==> src/rtl/dmem_arbiter.sv <==
// dmem_arbiter: shares one single-port data memory between the CPU
// load/store stage (c_*) and the IO/DMA engine (i_*).
// - One access per cycle, granted combinationally and issued the same cycle.
// - The single in-flight read is tagged so its data returns to the issuer.
// - A requester holding lock keeps exclusive ownership across accesses.
// Optional feature: define DMEM_ARB_AGING_EN to promote IO after
// STARVE_MAX consecutive denied cycles in IDLE.
module dmem_arbiter #(
    parameter int ADDR_W     = 14,
    parameter int DATA_W     = 32,
    parameter int STARVE_MAX = 4
) (
    input  logic              clk,
    input  logic              rst_n,
    // CPU port
    input  logic              c_req,
    input  logic              c_we,
    input  logic              c_lock,
    input  logic [ADDR_W-1:0] c_addr,
    input  logic [DATA_W-1:0] c_wdata,
    output logic              c_gnt,
    output logic              c_rvalid,
    output logic [DATA_W-1:0] c_rdata,
    // IO port
    input  logic              i_req,
    input  logic              i_we,
    input  logic              i_lock,
    input  logic [ADDR_W-1:0] i_addr,
    input  logic [DATA_W-1:0] i_wdata,
    output logic              i_gnt,
    output logic              i_rvalid,
    output logic [DATA_W-1:0] i_rdata,
    // memory side
    output logic              mem_en,
    output logic              mem_we,
    output logic [ADDR_W-1:0] mem_addr,
    output logic [DATA_W-1:0] mem_wdata,
    input  logic [DATA_W-1:0] mem_rdata
);

    typedef enum logic [1:0] {ST_IDLE, ST_OWN_C, ST_OWN_I} state_e;
    typedef enum logic [1:0] {TAG_NONE, TAG_C, TAG_I} tag_e;

    state_e state_q, state_d;
    tag_e   rd_tag_q, rd_tag_d;
    logic   c_win, i_win;
    logic   io_prio;

`ifdef DMEM_ARB_AGING_EN
    localparam int AGE_W = $clog2(STARVE_MAX + 1);

    logic [AGE_W-1:0] age_q, age_d;

    // IO is promoted once it has been passed over STARVE_MAX times in IDLE.
    assign io_prio = (state_q == ST_IDLE) && (age_q == AGE_W'(STARVE_MAX));

    // Starvation counter: clears on IO service or IO idle, counts IDLE denials.
    always_comb begin
        age_d = age_q;
        if (i_gnt || !i_req) begin
            age_d = '0;
        end else if ((state_q == ST_IDLE) && (age_q != AGE_W'(STARVE_MAX))) begin
            age_d = age_q + 1'b1;
        end
    end

    // Starvation counter register.
    always_ff @(posedge clk or negedge rst_n) begin
        if (!rst_n) begin
            age_q <= '0;
        end else begin
            age_q <= age_d;
        end
    end
`else
    // Fixed CPU-over-IO priority; STARVE_MAX is never negative, so this is 0.
    assign io_prio = (STARVE_MAX < 0);
`endif

    // Raw grant decision from ownership state and priority.
    always_comb begin
        // NOTE: every always_comb output gets a default first so no path
        // through the block leaves it unassigned (which would infer a latch).
        c_win = 1'b0;
        i_win = 1'b0;
        unique case (state_q)
            ST_OWN_C: c_win = c_req;
            ST_OWN_I: i_win = i_req;
            default: begin
                if (io_prio && i_req) begin
                    i_win = 1'b1;
                end else begin
                    c_win = c_req;
                    i_win = i_req && !c_req;
                end
            end
        endcase
    end

    // Grants are forced low while reset is asserted, even if req is high.
    assign c_gnt = c_win && rst_n;
    assign i_gnt = i_win && rst_n;

    // Lock ownership: enter on a locked grant, leave on any cycle without lock.
    always_comb begin
        state_d = state_q;
        unique case (state_q)
            ST_IDLE: begin
                if (c_gnt && c_lock) begin
                    state_d = ST_OWN_C;
                end else if (i_gnt && i_lock) begin
                    state_d = ST_OWN_I;
                end
            end
            ST_OWN_C: if (!c_lock) state_d = ST_IDLE;
            ST_OWN_I: if (!i_lock) state_d = ST_IDLE;
            default:  state_d = ST_IDLE;
        endcase
    end

    // Memory drive muxed from the granted port; read tag for the return path.
    always_comb begin
        mem_en    = 1'b0;
        mem_we    = 1'b0;
        mem_addr  = '0;
        mem_wdata = '0;
        rd_tag_d  = TAG_NONE;
        if (c_gnt) begin
            mem_en    = !c_we;
            mem_we    = c_we;
            mem_addr  = c_addr;
            mem_wdata = c_wdata;
            if (!c_we) rd_tag_d = TAG_C;
        end else if (i_gnt) begin
            mem_en    = !i_we;
            mem_we    = i_we;
            mem_addr  = i_addr;
            mem_wdata = i_wdata;
            if (!i_we) rd_tag_d = TAG_I;
        end
    end

    // State and read-tag registers; reset drops any read in flight.
    always_ff @(posedge clk or negedge rst_n) begin
        // NOTE: sequential state uses non-blocking assignments so every flop
        // samples pre-edge values regardless of statement order.
        if (!rst_n) begin
            state_q  <= ST_IDLE;
            rd_tag_q <= TAG_NONE;
        end else begin
            state_q  <= state_d;
            rd_tag_q <= rd_tag_d;
        end
    end

    // Registered memory data is steered to the port that issued the read.
    assign c_rvalid = (rd_tag_q == TAG_C);
    assign i_rvalid = (rd_tag_q == TAG_I);
    assign c_rdata  = c_rvalid ? mem_rdata : '0;
    assign i_rdata  = i_rvalid ? mem_rdata : '0;

endmodule

==> config.mk <==
export PLATFORM = sky130hd
export DESIGN_NAME = dmem_arbiter
export DESIGN_NICKNAME = d
export VERILOG_FILES = /design/src/rtl/dmem_arbiter.sv
export SDC_FILE = /design/constraint.sdc
export NUM_CORES = 1
export LEC_CHECK = 0
export BUFFER_PORTS_ARGS = -buffer_cell sky130_fd_sc_hd__buf_2
export CELL_PAD_IN_SITES_DETAIL_PLACEMENT = 1
export CELL_PAD_IN_SITES_GLOBAL_PLACEMENT = 1
export CORE_ASPECT_RATIO = 0.8
export CORE_MARGIN = 5
export CORE_UTILIZATION = 15
export CTS_BUF_LIST = sky130_fd_sc_hd__clkbuf_4 sky130_fd_sc_hd__clkbuf_8
export DETAILED_ROUTE_END_ITERATION = 8
export HOLD_SLACK_MARGIN = 0.08
export PLACE_DENSITY = 0.83
export SLEW_MARGIN = 5
export SYNTH_ARGS = -nofsm -noshare
export SYNTH_HDL_FRONTEND = slang
export SYNTH_SLANG_ARGS = --single-unit
export TNS_END_PERCENT = 10
==> constraint.sdc <==
create_clock -name clk -period 4 [get_ports clk]
set_clock_uncertainty 0.15 [all_clocks]
set_input_delay 0.4 -clock clk [delete_from_list [all_inputs] [get_ports clk]]
set_output_delay 0.4 -clock clk [all_outputs]
set_load 0.005 [all_outputs]
After elaboration in Yosys (flattened, before gate mapping):

Cells that the tools add are included.

* register bits after elaboration: 4
* bits of input ports: 132
* output and inout port bits: 116
* logic and storage cells: 40

* eq/ne operators: 7
* mux-type cells: 21
* reductions and logical operators: 10

Operator list (count)
* two-way mux 32 bit: 4
* two-way mux 14 bit: 2
* two-way mux 2 bit: 7
* two-way mux 1 bit: 6
* case mux 2 bit (3 select lines): 1
* logical AND 1 bit: 5
* equality test 2 x 1 -> 1 bit, second input constant: 2
* equality test 2 bit, second input constant: 2
* inequality test 2 bit, second input constant: 2
* logical NOT 1 bit: 3
* inequality test 3 bit, second input constant: 1
* AND reduction 3 bit: 1
* logical NOT 2 bit: 1
* case mux 1 bit (2 select lines): 1

Logic depth before layout (Yosys ltp):

* depth in word-level cells: 8
* mapped depth: 7
* depth with buffers taken out: 5

Least setup slack after synthesis:

Ideal clock, no wire load.

* path type: flip-flop to output port
* start: register state_q[0]
* end: output port mem_addr[0]
* data arrival time: 1471 ps
* required time: 3450 ps
* slack: 1979 ps
* cell stages (with the launch flop): 7
* buffers on the path: 1
* cells stage by stage: dfrtp_1 -> inv_1 -> ha_1 -> or2_4 -> a21oi_4 -> buf_6 -> a22o_1

* longest elaborated chain between the ends: 5
* elaborated cells on any way between the ends: 8
* classes of those cells: eq/ne (2); mux (4); reduce/logical (2)

Ends and longest elaborated chain
* from (decl): line 44 `state_e state_q, state_d;`
* from (signal assigned): line 151 `state_q <= state_d;`
* equality test 2 bit or equality test 2 x 1 -> 1 bit (tied branches): line 86 `unique case (state_q)`
* case mux 1 bit (2 select lines) *: line 86
* logical AND 1 bit *: line 102 `assign i_gnt = i_win && rst_n;`
* net i_gnt: line 30 `output logic i_gnt,`
* two-way mux 14 bit *: line 134 `end else if (i_gnt) begin`
* two-way mux 14 bit *: line 128 `if (c_gnt) begin`
* to (decl): line 36 `output logic [ADDR_W-1:0] mem_addr,`

Mark *: on every way through the listed nets, which the timed path passes. The rest lies on a longest branch.

Worst setup path in the final report:

* start: input port rst_n
* end: output port mem_en

* longest elaborated chain between the ends: 3
* elaborated cells on any way between the ends: 4
* classes of those cells: mux (2); reduce/logical (2)

Ends and longest elaborated chain
* from (decl): line 14 `input logic rst_n,`
* logical AND 1 bit: line 102
* two-way mux 1 bit: line 134
* two-way mux 1 bit *: line 128
* to (decl): line 34 `output logic mem_en,`

Every way passes the cells marked *; elsewhere a longest branch is shown, timed or not.

==> results.json <==
{
  "p_clk_share_pct": 16.2,
  "cp.required_ps": 3450,
  "peakVddDrop_mv": 0.1103,
  "clk_latency_ps": 210,
  "drive_above_1_share_pct": 65.32,
  "finalHoldViolations": 0,
  "ys_types": 20,
  "cp_slowest_stage_delay_ps": 820,
  "synth_ff_type": "dfrtp_1",
  "die-area_um2": 10330,
  "place_ws_ps": 1410,
  "drv_cap": 0,
  "clkTransAtPathRegs_ps": 30,
  "cp-end-kind": "primary output",
  "p_leak_nw": 1.658,
  "syn_area_um2": 1257,
  "cp.buffers_inverters": 3,
  "critical_path.most_common_cell": "buf_2",
  "synthCells": 158,
  "grt_max_degree": 52,
  "fin_ws_ps": 1019,
  "synthArstFlopShare_pct": 100.0,
  "pwr-share-seq_pct": 11.0,
  "finalCritPeriodShare_pct": 74.52,
  "path_cells": "dlygate4sd3_1 -> buf_2 -> and3b_2 -> nor2b_1 -> a21o_1 -> buf_2",
  "start_kind": "primary input",
  "die_w_um": 112.4,
  "dr.pass1.iters": 4,
  "crit_family": "simple AND/OR/NAND/NOR gates",
  "track_usage_pct": 13.73,
  "min_period_ps": 2981,
  "clkSinkCount": 4,
  "finalSetupViolations": 0,
  "yosys.area.top_type": "a22o_1",
  "port_buffers": 247,
  "tritoncts": "built",
  "dp_hpwl_um": 6946,
  "tightest_slew_ps": 922.8,
  "synth_area_per_cell_um2": 7.959,
  "power_density_nw_per_um2": 201.3,
  "power_switching_mw": 0.2063,
  "cts_buffer_depth": 2,
  "tns_ps": 0,
  "vias_per_cell": 4.280,
  "wl_um": 7902,
  "ys_seq_area_share_pct": 7.960,
  "slew-limit-headroom_pct": 38.48,
  "netlist.area_leader.share_pct": 33.43,
  "synth.area.top_cells": "a22o_1 (33%), and2_1 (32%), buf_6 (9.9%)",
  "cp_max_fo": 51,
  "critPathSlowestCell": "and3b_2",
  "min_path_type": "in2reg",
  "top_layer": "met4",
  "finalNetCount": 532,
  "h-tree-depth": 1,
  "syn_nets": 293,
  "r2r_slack_ps": 1800,
  "m1WireLength_um": 2845,
  "combPwrFrac_pct": 72.8,
  "rsz0062_at_grt": "no",
  "yosysWarnings": 0,
  "fmax_mhz": 335.5,
  "status": "completed",
  "synth_edf_count": 0,
  "yosys-top-cells-count": "and2_1 (65), a22o_1 (48), buf_6 (11)",
  "synth-seq-cells": 4,
  "pin_count": 248,
  "cts_buffers": 3,
  "p_int_mw": 0.3085,
  "row_count": 29,
  "route.met3.wl_um": 820,
  "final_antenna_net_count": 0,
  "drc_errors": 0,
  "via_count": 2153,
  "grt-ovfl-total": 0,
  "critPathKind": "in2out",
  "antenna_found_initial": 0,
  "grt_pass1_vias": 2303,
  "synth_most_common_cell": "and2_1",
  "grt_pass1_wl_um": 11870,
  "initial_core_util_pct": 15.61,
  "p_sw_share_pct": 40.08,
  "gp_congestion": 0.8267,
  "hold_slack_ps": 226.4,
  "crit_arrival_ps": 2430,
  "core_um2": 8055,
  "root_buffer": "clkbuf_8",
  "wl_per_cell_um": 15.71,
  "area_growth_syn_to_layout_pct": 103.4,
  "wl_met2_um": 4209,
  "cts_resized": 0,
  "slew_violations": 0,
  "antenna_cells": 0,
  "die_height_um": 91.90,
  "drt_iter0_drc": 88
}
[power by group through the flow]
stage | Sequential (mW) | Clock, mW | Combinational [mW]
2_1_floorplan | 0.0550 | 0 | 0.210
3_3_place_gp | 0.0555 | 0 | 0.364
3_5_place_dp | 0.0569 | 0 | 0.381
4_1_cts | 0.0564 | 0.0849 | 0.382
5_1_grt | 0.0576 | 0.0904 | 0.412
6_report | 0.0566 | 0.0835 | 0.375
[through the flow]
stage / power, mW / area (um^2) / cells / util [%]
6_report: 0.5148 / 2557 / 503 / 31.75
5_1_grt: 0.5602 / 2557 / 503 / 31.75
4_1_cts: 0.5237 / 2557 / 503 / 31.75
3_5_place_dp: 0.4374 / 2506 / 499 / 31.11
3_3_place_gp: 0.4197 / 2506 / 499 / 31.11
2_1_floorplan: 0.2654 / 1257 / 158 / -
[timing repair]
action,4_1_cts,5_1_grt
endpoints found under the setup margin,0,0
hold buffers,1,0
endpoints found under the hold margin,4,0
buffers inserted,0,0
[sequential cells by signal, summed over array words and instances, names as in the netlist]
signal,count
rd_tag_q,2
state_q,2
[logic make-up after synthesis]
family,synth area share (%)
flops,7.961
simple gates,38.11
buf+inv,12.54
compound gates,38.41
fa+ha+maj,2.985
[worst register-to-register path: stages (launching register included)]
cell	delay (ps)
dfrtp_1	380
inv_1	90
ha_1	250
and3b_2	860
nand3b_1	180
o221a_2	170
[layout make-up]
type	instances	area, um^2
repair buffers	251	1269
inverters	3	11.26
fillers	1070	5498
clock buffers	3	41.29
well taps	108	135.1
flip-flops and latches	4	100.1
multi-input cells	134	1001
[per-layer routing]
layer  track usage (%)  up-vias
met5                 0        -
met4             1.502        0
met3             4.408        2
met2             27.18      136
met1             14.56      971
li1                  -     1044
[worst paths after layout]
check,start,depth (start not counted),to
min,c_we,2,rd_tag_q[0]
max,rst_n,6,mem_en
max reg2reg,state_q[0],5,state_q[1]
min in group asynchronous,rst_n,2,rd_tag_q[1]
min reg2reg,state_q[0],2,state_q[0]
max in group asynchronous,rst_n,2,state_q[0]
[cell usage in the layout (no fill, tap or decap), drive strengths merged]
cell,synthesis,routed
buf,11,250
and2,65,65
a22o,48,48
nand2,4,4
dfrtp,4,4
inv,3,3
nor2b,3,3
ha,3,3
clkbuf,6,3
a21oi,2,2
and3b,1,1
or2,1,1
a21o,1,1
nand3,1,1
nand4b,1,1
o211ai,1,1
a2111oi,1,1
nand3b,1,1
o221a,1,1
dlygate4sd3,0,1
(Power assumes the default switching activity.)
